[src/rtl/udi_pow_seq_ctl.sv]
// Square/threshold sequencer for the UDI unit: one shared 16x16 multiplier squares RS then RT,
// accumulates, and finishes with sum/shift/bypass/compare. Optional build macro: UDI_POW_SAT_EN (saturating SUM).
module udi_pow_seq_ctl #(
    parameter logic [31:0] THR_RST = 32'h0
) (
    input  logic        UDI_gclk,
    input  logic        UDI_greset,
    input  logic        UDI_gscanenable,
    input  logic        start_e,
    input  logic [2:0]  func_e,
    input  logic [15:0] rs_hi_e,
    input  logic [15:0] rt_hi_e,
    input  logic [31:0] thr_wdata_e,
    input  logic        run_m,
    input  logic        kill_m,
    output logic        stall_m,
    output logic [31:0] rd_m,
    output logic        rd_valid_m,
    output logic        busy,
    output logic [31:0] thr_q
);

    localparam logic [2:0] F_SUM    = 3'd0;
    localparam logic [2:0] F_SUMSHR = 3'd1;
    localparam logic [2:0] F_THRWR  = 3'd3;
    localparam logic [2:0] F_CMPSUM = 3'd4;
    localparam logic [2:0] F_CMPSHR = 3'd5;
    localparam logic [2:0] F_INVAL  = 3'd7;

    typedef enum logic [2:0] {
        S_IDLE   = 3'd0,
        S_MUL_RS = 3'd1,
        S_MUL_RT = 3'd2,
        S_FIN    = 3'd3,
        S_THR    = 3'd4
    } state_t;

    state_t      state_q, state_d;
    logic [2:0]  func_q, func_d;
    logic [15:0] rs_q, rs_d;
    logic [15:0] rt_q, rt_d;
    logic [31:0] thr_wd_q, thr_wd_d;
    logic [32:0] acc_q, acc_d;
    logic [31:0] thr_d;
    logic        stall_q, stall_d;
    logic        rd_valid_q, rd_valid_d;
    logic [31:0] rd_q, rd_d;
    logic        busy_q, busy_d;

    logic [15:0] mul_op;
    logic [31:0] product;
    logic        kill_first;
    logic        accept;
    logic        two_sq;
    logic        unused_scan;

    assign unused_scan = UDI_gscanenable;

    // The single multiplier is time-shared: RS in MUL_RS, RT in MUL_RT.
    assign mul_op  = (state_q == S_MUL_RT) ? rt_q : rs_q;
    assign product = 32'(mul_op) * 32'(mul_op);

    assign kill_first = kill_m & run_m;
    assign two_sq     = (func_q == F_SUM)    || (func_q == F_SUMSHR) ||
                        (func_q == F_CMPSUM) || (func_q == F_CMPSHR);

    function automatic logic [31:0] calc_rd(input logic [2:0]  f,
                                            input logic [32:0] acc,
                                            input logic [31:0] thr);
        logic [31:0] v;
        v = acc[31:0];
        if (f == F_SUMSHR || f == F_CMPSHR) begin
            v = acc[32:1];
        end
`ifdef UDI_POW_SAT_EN
        else if ((f == F_SUM || f == F_CMPSUM) && acc[32]) begin
            v = 32'hFFFF_FFFF;
        end
`endif
        // funct[2] set marks the compare family (4,5,6); 7 is never latched.
        if (f[2]) begin
            calc_rd = {31'b0, v > thr};
        end else begin
            calc_rd = v;
        end
    endfunction

    always_comb begin
        state_d  = state_q;
        func_d   = func_q;
        rs_d     = rs_q;
        rt_d     = rt_q;
        thr_wd_d = thr_wd_q;
        acc_d    = acc_q;
        thr_d    = thr_q;
        accept   = 1'b0;

        case (state_q)
            S_IDLE, S_FIN: begin
                state_d = S_IDLE;
                accept  = start_e && (func_e != F_INVAL);
            end
            S_THR: begin
                state_d = S_IDLE;
                if (!kill_first) begin
                    thr_d  = thr_wd_q;
                    accept = start_e && (func_e != F_INVAL);
                end
            end
            S_MUL_RS: begin
                if (kill_first) begin
                    state_d = S_IDLE;
                end else begin
                    acc_d   = {1'b0, product};
                    state_d = two_sq ? S_MUL_RT : S_FIN;
                end
            end
            S_MUL_RT: begin
                acc_d   = acc_q + {1'b0, product};
                state_d = S_FIN;
            end
            default: begin
                state_d = S_IDLE;
            end
        endcase

        if (accept) begin
            func_d   = func_e;
            rs_d     = rs_hi_e;
            rt_d     = rt_hi_e;
            thr_wd_d = thr_wdata_e;
            state_d  = (func_e == F_THRWR) ? S_THR : S_MUL_RS;
        end

        // Outputs are registered decodes of the next state, so they carry no input-to-output path.
        stall_d    = (state_d == S_MUL_RS) || (state_d == S_MUL_RT);
        rd_valid_d = (state_d == S_FIN);
        busy_d     = (state_d != S_IDLE);
        rd_d       = (state_d == S_FIN) ? calc_rd(func_q, acc_d, thr_q) : 32'h0;
    end

    always_ff @(posedge UDI_gclk) begin
        if (UDI_greset) begin
            state_q    <= S_IDLE;
            func_q     <= 3'd0;
            rs_q       <= 16'h0;
            rt_q       <= 16'h0;
            thr_wd_q   <= 32'h0;
            acc_q      <= 33'h0;
            thr_q      <= THR_RST;
            stall_q    <= 1'b0;
            rd_valid_q <= 1'b0;
            rd_q       <= 32'h0;
            busy_q     <= 1'b0;
        end else begin
            state_q    <= state_d;
            func_q     <= func_d;
            rs_q       <= rs_d;
            rt_q       <= rt_d;
            thr_wd_q   <= thr_wd_d;
            acc_q      <= acc_d;
            thr_q      <= thr_d;
            stall_q    <= stall_d;
            rd_valid_q <= rd_valid_d;
            rd_q       <= rd_d;
            busy_q     <= busy_d;
        end
    end

    assign stall_m    = stall_q;
    assign rd_valid_m = rd_valid_q;
    assign rd_m       = rd_q;
    assign busy       = busy_q;

endmodule

[config.mk]
export PLATFORM = sky130hd
export DESIGN_NAME = udi_pow_seq_ctl
export DESIGN_NICKNAME = d
export VERILOG_FILES = /design/src/rtl/udi_pow_seq_ctl.sv
export SDC_FILE = /design/constraint.sdc
export NUM_CORES = 1
export LEC_CHECK = 0
export CORE_ASPECT_RATIO = 1.5
export CORE_MARGIN = 5
export CORE_UTILIZATION = 43
export DETAILED_ROUTE_END_ITERATION = 7
export PLACE_DENSITY = 0.62
export SYNTH_ARGS = -nofsm -noshare
export SYNTH_HDL_FRONTEND = slang
export SYNTH_SLANG_ARGS = --single-unit
[constraint.sdc]
create_clock -name UDI_gclk -period 11.6 [get_ports UDI_gclk]
set_input_delay 2.32 -clock UDI_gclk [delete_from_list [all_inputs] [get_ports UDI_gclk]]
set_output_delay 2.32 -clock UDI_gclk [all_outputs]
set_load 0.01 [all_outputs]
==> impl_results.html <==
<table>
<tr><th>Metric</th><th>Value</th></tr>
<tr><th colspan="2">Layout</th></tr>
<tr><td>Share of post-route cells with drive strength above 1</td><td>~8.9%</td></tr>
<tr><td>Total area of sequential cells</td><td>about 3400 um2</td></tr>
<tr><td>Diodes inserted</td><td>0</td></tr>
<tr><td>Area of combinational cells with multiple inputs</td><td>11900 um2</td></tr>
<tr><td>Number of nets in the final layout</td><td>2557</td></tr>
<tr><td>Non-Filler Instances</td><td>2665</td></tr>
<tr><td>Synthesis-to-layout area growth</td><td>17.8%</td></tr>
<tr><td>Number of fill cells in the layout</td><td>3716</td></tr>
<tr><th colspan="2">Synth</th></tr>
<tr><td>Avg Cell Area, Syn</td><td>8.30 um2</td></tr>
<tr><td>Main area contributors after synthesis</td><td>sky130_fd_sc_hd__dfxtp_1, sky130_fd_sc_hd__fa_1, sky130_fd_sc_hd__ha_1, sky130_fd_sc_hd__nand2_1, sky130_fd_sc_hd__inv_1</td></tr>
<tr><td>Summed instance area of the synthesized netlist</td><td>16600 um2</td></tr>
<tr><td>Cell with the most instances after synthesis</td><td>sky130_fd_sc_hd__nand2_1</td></tr>
<tr><td>Async SR Flop Fraction</td><td>0%</td></tr>
<tr><td>Area fraction of the dominant cell type after synthesis</td><td>20.5%</td></tr>
<tr><td>Total nets after synthesis</td><td>2399</td></tr>
<tr><td>Cell accounting for the most synthesized area</td><td>sky130_fd_sc_hd__dfxtp_1</td></tr>
<tr><td>Most numerous cell types in the synthesized netlist</td><td>sky130_fd_sc_hd__nand2_1, sky130_fd_sc_hd__inv_1, sky130_fd_sc_hd__a21oi_1</td></tr>
<tr><td>Ys flop type</td><td>sky130_fd_sc_hd__dfxtp_1</td></tr>
<tr><td>Sequential fraction of the synthesis area</td><td>20.5%</td></tr>
<tr><td>Synth Register Bits</td><td>170</td></tr>
<tr><td>Synth warnings</td><td>0</td></tr>
<tr><td>Gate count of the mapped netlist</td><td>1999</td></tr>
<tr><td>Number of distinct library cells after synthesis</td><td>91</td></tr>
<tr><td>Post-synth EDFFs</td><td>0</td></tr>
<tr><th colspan="2">Route</th></tr>
<tr><td>Via-to-Cell Ratio</td><td>around 5.3</td></tr>
<tr><td>Post-detailed-route DRC marker count</td><td>0</td></tr>
<tr><td>Wire length the detailed router placed on met1</td><td>16800 um</td></tr>
<tr><td>Avg WL per Cell</td><td>17.2 um</td></tr>
<tr><td>Total via count after detailed routing</td><td>14020</td></tr>
<tr><td>Total length of routed wires</td><td>45900 um</td></tr>
<tr><td>DRT iter0 DRCs</td><td>approximately 500</td></tr>
<tr><td>Top metal layer carrying routed signals</td><td>met4</td></tr>
<tr><td>Met2 Wirelength</td><td>25300 um</td></tr>
<tr><td>Met3 routed WL</td><td>1700 um</td></tr>
<tr><td>Antenna-violating nets left</td><td>0</td></tr>
<tr><td>Detailed-router iteration count before antenna repair</td><td>5</td></tr>
<tr><th colspan="2">Floorplanning</th></tr>
<tr><td>Overall die area</td><td>roughly 43000 um2</td></tr>
<tr><td>Core region area</td><td>38300 um2</td></tr>
<tr><td>Width of the die</td><td>around 170 um</td></tr>
<tr><td>Initial Util</td><td>a little over two fifths</td></tr>
<tr><td>Die Ht</td><td>251 um</td></tr>
<tr><td>Boundary Pins</td><td>140</td></tr>
<tr><td>Number of placement rows</td><td>88</td></tr>
<tr><th colspan="2">Power and ir drop</th></tr>
<tr><td>PD cells</td><td>109 nW/um2</td></tr>
<tr><td>Leakage</td><td>~0.0090 uW</td></tr>
<tr><td>IR drop worst, VDD</td><td>0.160 mV</td></tr>
<tr><th colspan="2">Clock network</th></tr>
<tr><td>Post-cts gate resize count</td><td>0</td></tr>
<tr><td>Clock buffer count from CTS</td><td>17</td></tr>
<tr><td>Source-to-sink clock delay at the later pin of the worst-skew pair</td><td>0.45 ns</td></tr>
<tr><td>Maximum clock path buffer count</td><td>2</td></tr>
<tr><td>Clock edge transition at the registers on the reported setup and hold paths</td><td>0.07 ns</td></tr>
<tr><td>Clk sink count</td><td>170</td></tr>
<tr><td>Number of buffers added for setup after CTS</td><td>0</td></tr>
<tr><td>Clock tree from TritonCTS</td><td>built</td></tr>
<tr><td>CTS root buffer</td><td>sky130_fd_sc_hd__clkbuf_16</td></tr>
<tr><td>Number of hold buffers added after CTS</td><td>0</td></tr>
<tr><td>Level count of the clock H-tree</td><td>4</td></tr>
<tr><th colspan="2">STA</th></tr>
<tr><td>Sum of negative setup slack</td><td>0 ns</td></tr>
<tr><td>Final hold violation count</td><td>0</td></tr>
<tr><td>Top achievable clock speed</td><td>0.0915 GHz</td></tr>
<tr><td>Number of pins with negative max-slew slack in the final report</td><td>0</td></tr>
<tr><td>Final setup violation count</td><td>0</td></tr>
<tr><td>Share of the clock period used by the worst path</td><td>94.2%</td></tr>
<tr><td>Final period demand of the worst path</td><td>between 10 and 15 ns</td></tr>
<tr><td>Setup repair after global routing missed its margin</td><td>no</td></tr>
<tr><td>Worst-case clock skew</td><td>0.0182 ns</td></tr>
<tr><td>Actual transition at the worst max-transition pin</td><td>1.10 ns</td></tr>
<tr><td>Worst-case headroom to the max-slew limit</td><td>a little over a quarter</td></tr>
<tr><td>Post-route setup slack</td><td>0.674 ns</td></tr>
<tr><th colspan="2">Critical path</th></tr>
<tr><td>Slowest cell on crit path</td><td>sky130_fd_sc_hd__or3b_2</td></tr>
<tr><td>CP max FO</td><td>16</td></tr>
<tr><td>Setup CP Type</td><td>register to register</td></tr>
<tr><td>Startpoint class of the critical path</td><td>register</td></tr>
<tr><td>Critical path capture point type</td><td>register</td></tr>
<tr><td>CP required</td><td>about 12 ns</td></tr>
<tr><td>Cell type with the highest occurrence count on the critical path</td><td>sky130_fd_sc_hd__fa_1</td></tr>
<tr><td>Signal arrival time at the worst endpoint</td><td>11.31 ns</td></tr>
<tr><td>Max stage delay on crit path</td><td>0.76 ns</td></tr>
<tr><th colspan="2">Global route</th></tr>
<tr><td>Initial antenna violation count</td><td>0</td></tr>
<tr><td>Number of global-route vias before repair</td><td>roughly 15000</td></tr>
<tr><td>Global route overflow</td><td>0</td></tr>
<tr><td>GR Util All Layers</td><td>21.8%</td></tr>
<tr><td>Wire length of the first global-routing pass</td><td>74500 um</td></tr>
<tr><td>Pin count of the biggest net entering global routing</td><td>85</td></tr>
<tr><th colspan="2">Hold path</th></tr>
<tr><td>Class of the tightest hold or removal check</td><td>register to register</td></tr>
<tr><th colspan="2">Placement</th></tr>
<tr><td>Worst slack at placement</td><td>0.717 ns</td></tr>
<tr><td>Placed insts</td><td>about 2600</td></tr>
<tr><td>Detailed placement HPWL</td><td>37900 um</td></tr>
<tr><td>RePlAce Congestion</td><td>0.926</td></tr>
<tr><td>Number of port buffers</td><td>138</td></tr>
<tr><th colspan="2">Flow run</th></tr>
<tr><td>Max capacitance violation total</td><td>0</td></tr>
<tr><th colspan="2">Run status</th></tr>
<tr><td>Outcome</td><td>complete, no violations</td></tr>
</table>
## per-stage QoR
stage	hold slack (ns)	power, uW	cell area [um2]	util [%]
global placement	0.438	1540	18900	49.4
finish	0.451	2140	19500	51.0
floorplan	0.432	1260	16600	-
detailed placement	0.444	1550	18900	49.4
global route	0.467	2280	19500	51.0
CTS	0.453	2150	19500	51.0
## registers in the layout (all words and copies together) (netlist names)
| signal | count |
|---|---|
| stall_m | 1 |
| acc_q | 33 |
| state_q | 3 |
| thr_wd_q | 32 |
| rd_m | 32 |
| thr_q | 32 |
| rt_q | 16 |
| func_q | 3 |
| rs_q | 16 |
| busy | 1 |
| rd_valid_m | 1 |
## cell families (layout without fill, tap and decap cells)
logic type	count (synthesis)	in the layout	synth area share (%)
DFF	170	170	20.5
buffers and inverters	349	520	8.10
adders and majority gates	328	328	32.1
muxes	42	42	2.73
AOI/OAI and AO/OA	392	392	16.2
and+or+nand+nor	658	658	17.1
xor gates and xnor gates	60	60	3.21
## routing by layer
layer	up-vias	track usage, %
li1	6888	-
met1	6717	22.6
met2	311	42.2
met3	104	3.46
met4	0	9.34
met5	-	0
## worst max-delay path, delay by kind of cell (launching register included)
kind                     cells  cell delay, ns
XOR/XNOR                     2            0.35
flip-flops                   1            0.38
buffers and inverters        7            0.96
adder cells (fa/ha/maj)      9            3.64
AO/OA/AOI/OAI               14            2.63
AND/OR/NAND/NOR              8            1.95
multiplexers                 3            0.90
## final cells by class
class	instances	area share [%]
inverters	259	4.98
multi-input cells	1480	60.7
flip-flops and latches	170	17.4
clock inverters	14	0.922
clock buffers	18	2.25
well taps	495	3.17
repair buffers	229	10.6
## worst paths after layout
kind	cells past startpoint	slack, ns	end	startpoint
min	2	0.45	thr_q[5]	thr_wd_q[5]
max	43	0.67	rd_m[0]	state_q[2]
min reg2reg	2	0.45	thr_q[5]	thr_wd_q[5]
max reg2reg	43	0.67	rd_m[0]	state_q[2]
## power by group
group	leakage, uW	internal [uW]	switching (uW)	total (uW)
combinational	0.00735	367	540	907
clock	0.000299	316	281	597
sequential	0.00138	616	19.5	635
## cells in the final DEF, fill, tap and decap left out, types with 14 or more instances in the layout
cell	count
sky130_fd_sc_hd__a21o_1	30
sky130_fd_sc_hd__clkdlybuf4s50_1	137
sky130_fd_sc_hd__a221oi_1	15
sky130_fd_sc_hd__inv_1	252
sky130_fd_sc_hd__a21oi_1	171
sky130_fd_sc_hd__and2_1	26
sky130_fd_sc_hd__ha_1	164
sky130_fd_sc_hd__dfxtp_1	170
sky130_fd_sc_hd__fa_1	163
sky130_fd_sc_hd__nand3_1	20
sky130_fd_sc_hd__and3_1	14
sky130_fd_sc_hd__nand4_1	22
sky130_fd_sc_hd__clkbuf_16	17
sky130_fd_sc_hd__xnor2_1	40
sky130_fd_sc_hd__buf_4	92
sky130_fd_sc_hd__mux2i_1	33
sky130_fd_sc_hd__o21ai_0	42
sky130_fd_sc_hd__nor2_1	162
sky130_fd_sc_hd__nand2_1	352
sky130_fd_sc_hd__xor2_1	19
No activity file was read; power rests on OpenSTA's default activity.
